[src/rtl/adder_pkg.sv]
// Shared types and helpers for the bit-serial adder.
package adder_pkg;

    typedef enum logic [1:0] {
        IDLE = 2'd0,
        RUN  = 2'd1,
        DONE = 2'd2
    } state_t;

    // Ceiling log2; clog2(1) = 0.
    function automatic int clog2(input int value);
        int r;
        r = 0;
        for (int i = 0; i < 31; i++) begin
            if ((1 << i) < value) r = i + 1;
        end
        return r;
    endfunction

endpackage

[src/rtl/bit_serial_adder_fa_cell.sv]
// Single-bit combinational full adder used as the serial adder's arithmetic cell.
module fa_cell (
    input  logic x,
    input  logic y,
    input  logic ci,
    output logic s,
    output logic co
);

    assign s  = x ^ y ^ ci;
    assign co = (x & y) | (x & ci) | (y & ci);

endmodule

[src/rtl/bit_serial_adder.sv]
// Bit-serial adder: one full-adder cell, LSB first, carry registered between bits.
module bit_serial_adder
    import adder_pkg::*;
#(
    parameter int WIDTH = 8
) (
    input  logic             clk,
    input  logic             rst,
    input  logic             start,
    input  logic [WIDTH-1:0] a,
    input  logic [WIDTH-1:0] b,
    input  logic             cin,
    output logic             busy,
    output logic             done,
    output logic [WIDTH-1:0] sum,
    output logic             cout
);

    localparam int CNT_W = clog2(WIDTH) + 1;
    localparam logic [CNT_W-1:0] LAST_BIT = CNT_W'(WIDTH - 1);

    state_t           state_q, state_d;
    logic [WIDTH-1:0] sa_q, sa_d;
    logic [WIDTH-1:0] sb_q, sb_d;
    logic [WIDTH-1:0] ss_q, ss_d;
    logic [WIDTH-1:0] sum_q, sum_d;
    logic [CNT_W-1:0] cnt_q, cnt_d;
    logic             carry_q, carry_d;
    logic             cout_q, cout_d;
    logic             fa_s, fa_co;
    logic [WIDTH-1:0] ss_shift;

    fa_cell u_fa (
        .x  (sa_q[0]),
        .y  (sb_q[0]),
        .ci (carry_q),
        .s  (fa_s),
        .co (fa_co)
    );

    // Shift-based form keeps WIDTH=1 legal (no reversed part-selects).
    assign ss_shift = (ss_q >> 1) | (WIDTH'(fa_s) << (WIDTH - 1));

    always_comb begin
        state_d = state_q;
        sa_d    = sa_q;
        sb_d    = sb_q;
        ss_d    = ss_q;
        sum_d   = sum_q;
        cnt_d   = cnt_q;
        carry_d = carry_q;
        cout_d  = cout_q;
        case (state_q)
            IDLE: begin
                if (start) begin
                    sa_d    = a;
                    sb_d    = b;
                    ss_d    = '0;
                    carry_d = cin;
                    cnt_d   = '0;
                    state_d = RUN;
                end
            end
            RUN: begin
                sa_d    = sa_q >> 1;
                sb_d    = sb_q >> 1;
                ss_d    = ss_shift;
                carry_d = fa_co;
                cnt_d   = cnt_q + CNT_W'(1);
                if (cnt_q == LAST_BIT) begin
                    sum_d   = ss_shift;
                    cout_d  = fa_co;
                    state_d = DONE;
                end
            end
            DONE: state_d = IDLE;
            default: state_d = IDLE;
        endcase
    end

    always_ff @(posedge clk) begin
        if (rst) begin
            state_q <= IDLE;
            sa_q    <= '0;
            sb_q    <= '0;
            ss_q    <= '0;
            sum_q   <= '0;
            cnt_q   <= '0;
            carry_q <= 1'b0;
            cout_q  <= 1'b0;
        end else begin
            state_q <= state_d;
            sa_q    <= sa_d;
            sb_q    <= sb_d;
            ss_q    <= ss_d;
            sum_q   <= sum_d;
            cnt_q   <= cnt_d;
            carry_q <= carry_d;
            cout_q  <= cout_d;
        end
    end

    assign busy = (state_q != IDLE);
    assign done = (state_q == DONE);
    assign sum  = sum_q;
    assign cout = cout_q;

endmodule
[config.mk]
export PLATFORM = sky130hd
export DESIGN_NAME = bit_serial_adder
export DESIGN_NICKNAME = d
export VERILOG_FILES = /design/src/rtl/adder_pkg.sv /design/src/rtl/bit_serial_adder_fa_cell.sv /design/src/rtl/bit_serial_adder.sv
export SDC_FILE = /design/constraint.sdc
export NUM_CORES = 1
export LEC_CHECK = 0
export ABC_AREA = 1
export BUFFER_PORTS_ARGS = -buffer_cell sky130_fd_sc_hd__buf_2
export CAP_MARGIN = 20
export CORE_MARGIN = 2
export CORE_UTILIZATION = 58
export CTS_CLUSTER_DIAMETER = 40
export DETAILED_ROUTE_END_ITERATION = 12
export HOLD_SLACK_MARGIN = 0.1
export PLACE_DENSITY = 0.82
export SETUP_SLACK_MARGIN = 0.3
export SLEW_MARGIN = 20
export SYNTH_ARGS = -nofsm -noshare
export SYNTH_HDL_FRONTEND = slang
export SYNTH_SLANG_ARGS = --single-unit
[constraint.sdc]
create_clock -name clk -period 2.7 [get_ports clk]
set_clock_uncertainty 0.1 [all_clocks]
set_input_delay 0.54 -clock clk [delete_from_list [all_inputs] [get_ports clk]]
set_output_delay 0.54 -clock clk [all_outputs]
set_load 0.02 [all_outputs]
; ---- Yosys cells after proc, flatten, opt, wreduce, memory -nomap -nowiden
; Cells that the tools add are included.
[op_classes]
n_addsub = 1
mul = 0
div_mod_pow = 0
n_lt_le_gt_ge = 0
n_eq_ne = 5
n_shift = 0
mux = 13
bitwise = 8
n_reduce_logical = 6
[op_table]
columns = op, n
row1 = $pmux 8 s2, 3
row2 = $mux 8, 3
row3 = $or 7x8->8, 1
row4 = $pmux 4 s2, 1
row5 = $reduce_and 2->1, 3
row6 = $add 4x1->4 const B, 1
row7 = $eq 4x3->1 const B, 1
row8 = $mux 2, 2
row9 = $mux 4, 1
row10 = $ne 2x2->1 const B, 2
row11 = $pmux 2 s2, 1
row12 = $reduce_bool 2->1, 2
row13 = $and 1x1->1, 3
row14 = $eq 2x1->1 const B, 1
row15 = $eq 2x2->1 const B, 1
row16 = $logic_not 2->1, 1
row17 = $or 1x1->1, 2
row18 = $pmux 1 s2, 1
row19 = $xor 1x1->1, 2
row20 = $mux 1, 1
[word_totals]
ff_bits = 40
latchBits = 0
mem_bits_rw = 0
romBits = 0
in_bits = 20
output_inout_bits = 11
wordCells = 41
mem_count = 0

; ---- Logic depth before layout (Yosys ltp)
; Gate-level depths: netlist of the first run.
[logic_depth]
word_depth = 4
ltp_mapped = 7
mapped_depth_nobuf = 6

; ---- Hierarchy
; From an unflattened synthesis of the first run, not the netlist that was laid out.
[unflattened]
hier_cells = 250
area_unflattened_um2 = 1706.6
[modules_own_cells]
columns = module, instances, cells_each, area_each_um2, seq_area_each_um2
row1 = bit_serial_adder, 1, 249, 1686.6, 780.7
row2 = fa_cell, 1, 1, 20.0, 0.0

; ---- Worst setup path after synthesis of the first run
; OpenSTA, ideal clock, no wires.
[synth_timing]
path_kind = reg2out
start = reg state_q[1]
end = out busy
arrival_time_ns = 0.894
t_required_ns = 2.060
slack_ns = 1.166
path_stages_with_launch = 4
path_buffers = 1
path_cell_list = dfxtp_1 -> nor2_2 -> buf_4 -> inv_1
[synth_between]
elab_chain_cells = 1
[synth_lines]
columns = element, line_no
row1 = "start, declared", bit_serial_adder.sv:22  ; state_t state_q, state_d;
row2 = "start signal, assigned", bit_serial_adder.sv:92  ; state_q <= state_d;
row3 = $reduce_bool 2->1, bit_serial_adder.sv:103  ; assign busy = (state_q != IDLE);
row4 = "end, declared", bit_serial_adder.sv:13  ; output logic busy,
; No other way between the ends.

; ---- Worst setup path in the final report of the first run
[layout_timing]
start = reg state_q[1]
end = out done
[layout_between]
elab_chain_cells = 1
[layout_lines]
columns = element, line_no
row1 = $eq 2x2->1, bit_serial_adder.sv:104  ; assign done = (state_q == DONE);
row2 = "end, declared", bit_serial_adder.sv:14  ; output logic done,
; No other way between the ends.

==> impl_metrics.csv, run 1 <==
group,metric,value,unit
run_status,status,"complete, but fails checks",
run_status,violations,"design-rule violations",
finish,area_growth,10.91,%
power,clock_power_share,26.0,%
setup_path,regToRegSetupSlack,1000,ps
finish,insertedDiodeCount,0,
setup_path,timing.rr.start,"cnt_q[0]",
finish,finalNonFillerCells,312,
sta,fmax,559.6,MHz
sta,hold_viol,0,
synthesis,ys_ff_latch,39,
placement,gp_congestion,0.7791,
placement,portBuffers,30,
setup_path,required,2060,ps
global_route,grt_pass1_wl,6.134,mm
detailed_routing,wire_per_inst,11.32,µm
synthesis,synth_cells,252,
setup_path,slowest_delay,420,ps
power,leakage,0.9077,nW
setup_path,crit_fanout,4,
detailed_routing,drt_first_iter_violations,59,
sta,layout_min_cycle_time,1787,ps
clock_tree,cts_resized,0,
power,vdd_drop_max,0.3597,mV
finish,layout.nets,304,
power,seqPwrFrac,60.1,%
floorplan,initial_core_util,61.73,%
setup_path,worstSetupPathType,"flop to output port",
floorplan,design.portCount,31,
setup_path,critical-path-slowest-cell,"dfxtp_1",
detailed_routing,vias,1600,
setup_path,startpoint,"state_q[1]",
clock_tree,postCtsHoldBufs,0,
sta,tightest_slew,670.9,ps
global_route,antenna_found_initial,0,
setup_path,cp_top_family,"flip-flops",
sta,timing.final.crit_share,66.18,%
sta,rsz0062_at_grt,"false",
synthesis,syn_area_per_cell,6.872,µm²
setup_path,cp_num_buf_inv,2,
setup_path,critPathLaunchType,"flop",
setup_path,regToRegEndpoint,"sum[7]",
floorplan,core,2805,µm²
detailed_routing,firstDrtPassIters,9,
synthesis,synth_seq_area_share,45.09,%
synthesis,synth_nets,274,
power,internal-power,0.7389,mW
clock_tree,clock-root-buffer,"clkbuf_4",
placement,dpl.cell_count,306,
power,sw_frac_of_total,27.72,%
setup_path,cp_cell_sequence,"inv_1, nor2_1, buf_2",
sta,fin_setup_tns,0,ps
detailed_routing,wirelength,3.532,mm
clock_tree,post_cts_buffers,0,
setup_path,path_depth,3,
setup_path,worstPathArrival,1150,ps
clock_tree,cts_buffers,5,
min_path,hold_depth,3,
global_route,gr-usage-all-layers,23.40,%
floorplan,die_w,58.64,µm
clock_tree,clk_pin_slew_worst_paths,100,ps
global_route,grt_max_degree,26,
synthesis,netlist_area,1732,µm²
power,p_switching,0.2834,mW
clock_tree,insertion_delay,330,ps
setup_path,rr_worst_depth,6,
run,maxCapViolations,0,
min_path,hp-class,"input pin to flop",
floorplan,rows,19,
setup_path,endpoint_kind,"output port",
clock_tree,htreeDepth,2,
power,power_density,532.3,nW/µm²
floorplan,die_area,3439,µm²
power,combinationalPowerShare,14.0,%
clock_tree,cts_tree,"done",
sta,max_slew_margin,55.11,%
detailed_routing,via_per_inst,5.128,
detailed_routing,ant_nets,0,
global_route,grt_pass1_vias,1386,
global_route,grt.overflow.total,0,
synthesis,ys_warn_count,0,
synthesis,synth_cell_types,21,
sta,slew_viol_final,0,
clock_tree,numClockSinks,39,
clock_tree,clockBufferDepth,2,
placement,place_hpwl,2.361,mm
sta,finalSetupViolCount,0,
floorplan,die_h,58.64,µm
finish,drive_gt1_share,15.66,%
detailed_routing,drc,2,
setup_path,crit_end,"done",
==> cells in the mapped netlist <==
master	n	area share (%)
nand3b_1	2	0.87
nor2_2	3	1.1
nor3_1	1	0.29
clkbuf_1	3	0.65
dfxtp_1	39	45
fa_1	1	1.2
nand2_2	2	0.72
nor2_4	1	0.65
buf_4	1	0.43
nand2_1	58	13
buf_6	2	1.3
a21oi_1	3	0.87
inv_1	27	5.9
clkinv_1	1	0.22
o21ai_0	10	2.9
nand3_1	42	12
buf_2	3	0.87
o21ai_2	1	0.51
nor2_1	50	11
o21ai_1	1	0.29
ha_1	1	0.72
==> per-stage QoR <==
step                hold WS [ps]  instance area [µm²]  total power, mW  setup WS, ps  utilization, %
global route               336.9                 1921            1.079         791.4           68.47
CTS                        338.4                 1921            1.033         896.8           68.47
global placement           356.6                 1879           0.7663         949.5           66.99
floorplan                  325.8                 1732           0.7328          1166               -
finish                     348.0                 1921            1.022         913.0           68.47
detailed placement         366.2                 1879           0.7693         892.8           66.99
==> final cells by class <==
cell class                 instances  area, µm²
fill                             261      884.6
inverter                          28      105.1
multi-input combinational        176      789.5
tap                               31      38.79
clock buffer                       6      41.29
timing repair buffer              32      165.2
sequential                        39      780.7
==> cells in the final DEF, fill, tap and decap left out, drive strengths merged <==
cell type   n
nand2      60
nand3b      2
o21ai      12
nor2       54
fa          1
inv        27
clkinv      1
clkbuf      6
a21oi       3
nor3        1
dfxtp      39
nand3      42
ha          1
buf        32
==> kinds of logic (layout without fill, tap and decap cells) <==
family,count (synthesis),count (layout),share of synthesized area [%]
flops,39,39,45.09
buf+inv,37,66,9.321
compound gates,15,15,4.552
fa+ha+maj,2,2,1.879
simple gates,159,159,39.16
==> tightest hold or removal path: stages <==
cell     delay (ps)
buf_2            90
inv_1            50
o21ai_1          60
==> worst min-delay path by stage <==
stage                       start       to  slack, ps
after floorplan           sb_q[2]  sb_q[1]        330
after global placement    ss_q[1]  ss_q[1]        360
after detailed placement   sum[2]   sum[2]        370
after CTS                    a[7]  sa_q[7]        340
after global routing         a[7]  sa_q[7]        340
final                        a[7]  sa_q[7]        350
==> metal layers <==
metal / part of all wire, % / track usage [%] / vias up
li1: - / - / 845
met1: 49 / 34.21 / 698
met2: 42 / 32.74 / 48
met3: 7.4 / 6.593 / 9
met4: 1.6 / 8.766 / 0
met5: 0 / 0 / -
==> sequential cells by signal, indices dropped and copies added (netlist names) <==
register,cells
carry_q,1
ss_q,7
sa_q,8
sum,8
sb_q,8
cout,1
state_q,2
cnt_q,4
==> power by group through the flow <==
stage / Combinational [mW] / Sequential, mW / Clock [mW]
6_report: 0.143 / 0.614 / 0.266
3_3_place_gp: 0.140 / 0.627 / 0
5_1_grt: 0.163 / 0.617 / 0.299
3_5_place_dp: 0.142 / 0.627 / 0
4_1_cts: 0.143 / 0.614 / 0.275
2_1_floorplan: 0.109 / 0.624 / 0
No activity file was read; power rests on OpenSTA's default activity.
==> run 2: changes to the inputs <==
--- a/config.mk
+++ b/config.mk
@@ -9,11 +9,11 @@
 export BUFFER_PORTS_ARGS = -buffer_cell sky130_fd_sc_hd__buf_2
 export CAP_MARGIN = 20
 export CORE_MARGIN = 2
-export CORE_UTILIZATION = 58
+export CORE_UTILIZATION = 54
 export CTS_CLUSTER_DIAMETER = 40
 export DETAILED_ROUTE_END_ITERATION = 12
 export HOLD_SLACK_MARGIN = 0.1
-export PLACE_DENSITY = 0.82
+export PLACE_DENSITY = 0.78
 export SETUP_SLACK_MARGIN = 0.3
 export SLEW_MARGIN = 20
 export SYNTH_ARGS = -nofsm -noshare
==> constraint.sdc (replaced) <==
create_clock -name clk -period 1.85 [get_ports clk]
set_clock_uncertainty 0.1 [all_clocks]
set_input_delay 0.37 -clock clk [delete_from_list [all_inputs] [get_ports clk]]
set_output_delay 0.37 -clock clk [all_outputs]
set_load 0.02 [all_outputs]
==> run 2 against run 1 <==
Effect of this change: the run now ends clean; global-route usage down 0.98 points; die area is 6.9% higher; combinational power grew 69%; flip-flop and latch count is the same; setup slack worse by 580 ps; clock power up 58%; first-iteration DRC count rose by 130%; critical path type unchanged; largest cell class unchanged; largest power group unchanged.
==> impl_metrics.csv, run 2 (synthesized netlist as in run 1, its figures left out) <==
group,metric,value,unit
global_route,grt_pass1_wl,5.982,mm
placement,gp_congestion,0.8045,
finish,area_growth,18.71,%
clock_tree,cts_buffers,5,
floorplan,initial_core_util,56.72,%
setup_path,endpoint_kind,"output port",
sta,rsz0062_at_grt,"true",
placement,portBuffers,30,
min_path,hold_path_startpoint,"a[7]",
setup_path,worstPathArrival,1050,ps
global_route,gr-usage-all-layers,22.42,%
floorplan,core,3053,µm²
sta,hold_viol,0,
detailed_routing,via_per_inst,4.831,
sta,hold_ws,171.8,ps
sta,slew_viol_final,0,
detailed_routing,ant_nets,0,
sta,setup_slack,332.2,ps
power,power_density,758.9,nW/µm²
sta,fmax,658.9,MHz
floorplan,rows,20,
floorplan,die_w,60.63,µm
floorplan,die_h,60.63,µm
run,maxCapViolations,0,
detailed_routing,firstDrtPassIters,4,
finish,final_cell_mix,"nand2_1, nor2_1, nand3_1",
clock_tree,clk_pin_slew_worst_paths,110,ps
sta,max_slew_margin,74.51,%
run_status,status,"completed",
min_path,hp-class,"input pin to flop",
placement,place_hpwl,2.569,mm
detailed_routing,drc,0,
clock_tree,clock-root-buffer,"clkbuf_4",
setup_path,worstSetupPathType,"flop to output port",
floorplan,design.portCount,31,
sta,finalSetupViolCount,0,
sta,fin_setup_tns,0,ps
detailed_routing,wirelength,3.631,mm
global_route,grt_max_degree,21,
global_route,grt.overflow.total,0,
setup_path,required,1380,ps
finish,layout_commonest_cell,"nand2_1",
placement,post-place-ws,345.5,ps
sta,timing.final.crit_share,82.04,%
global_route,antenna_found_initial,0,
global_route,grt_pass1_vias,1356,
setup_path,critPathLaunchType,"flop",
clock_tree,clockBufferDepth,2,
clock_tree,postCtsHoldBufs,0,
sta,layout_min_cycle_time,1518,ps
power,vdd_drop_max,0.5360,mV
detailed_routing,drt_first_iter_violations,134,
detailed_routing,wire_per_inst,10.74,µm
setup_path,startpoint,"state_q[0]",
power,leakage,0.9671,nW
finish,insertedDiodeCount,0,
floorplan,die_area,3676,µm²
setup_path,crit_fanout,5,
clock_tree,numClockSinks,39,
clock_tree,htreeDepth,2,
finish,drive_gt1_share,21.09,%
detailed_routing,vias,1633,
finish,fill_cells,289,
setup_path,timing.rr.start,"cnt_q[0]",
clock_tree,insertion_delay,350,ps
finish,layout.nets,315,
clock_tree,cts_tree,"done",
sta,tightest_slew,382.3,ps
## run 2: repair_timing
item	CTS	global route
setup endpoints to repair	2	2
buffers inserted	0	3
pin swaps	0	2
resized for setup	4	7
## run 2: area by class of cell
class                      instances  area [µm²]  area share (%)
multi-input combinational        176       797.0           38.77
sequential                        39       788.3           38.34
timing repair buffer              43       256.5           12.48
inverter                          28       105.1           5.113
tap                               44       55.05           2.678
clock buffer                       6       41.29           2.009
clock inverter                     2       12.51          0.6086
## run 2: critical path: stages, from the launching register on
cell and delay (ps):
dfxtp_4 390, nor2_4 140, inv_2 50, buf_6 120
## run 2: layer usage
metal | global-route usage, % | routed length, µm
met3 | 8.102 | 220
met4 | 7.453 | 38
met5 | 0 | 0
met1 | 31.30 | 1763
met2 | 32.26 | 1609
## run 2: per-stage QoR
stage | total power, mW | cell area, µm² | std cells | utilization (%)
global placement | 1.138 | 1956 | 327 | 64.06
detailed placement | 1.142 | 1956 | 327 | 64.06
floorplan | 1.070 | 1732 | 252 | -
global route | 1.649 | 2056 | 338 | 67.34
CTS | 1.556 | 2019 | 335 | 66.15
finish | 1.560 | 2056 | 338 | 67.34
## run 2: final timing paths
| check | endpoint | slack (ps) | depth (start not counted) |
|---|---|---|---|
| max | busy | 330 | 3 |
| min | sa_q[7] | 170 | 3 |
| max reg2reg | sum[7] | 470 | 5 |
| min reg2reg | sb_q[7] | 380 | 2 |
## run 2: power breakdown
| part | internal [mW] | leakage, nW | switching [mW] |
|---|---|---|---|
| Combinational | 0.0961 | 0.620 | 0.146 |
| Clock | 0.147 | 0.0282 | 0.274 |
| Sequential | 0.872 | 0.319 | 0.0246 |
| Total | 1.12 | 0.967 | 0.445 |
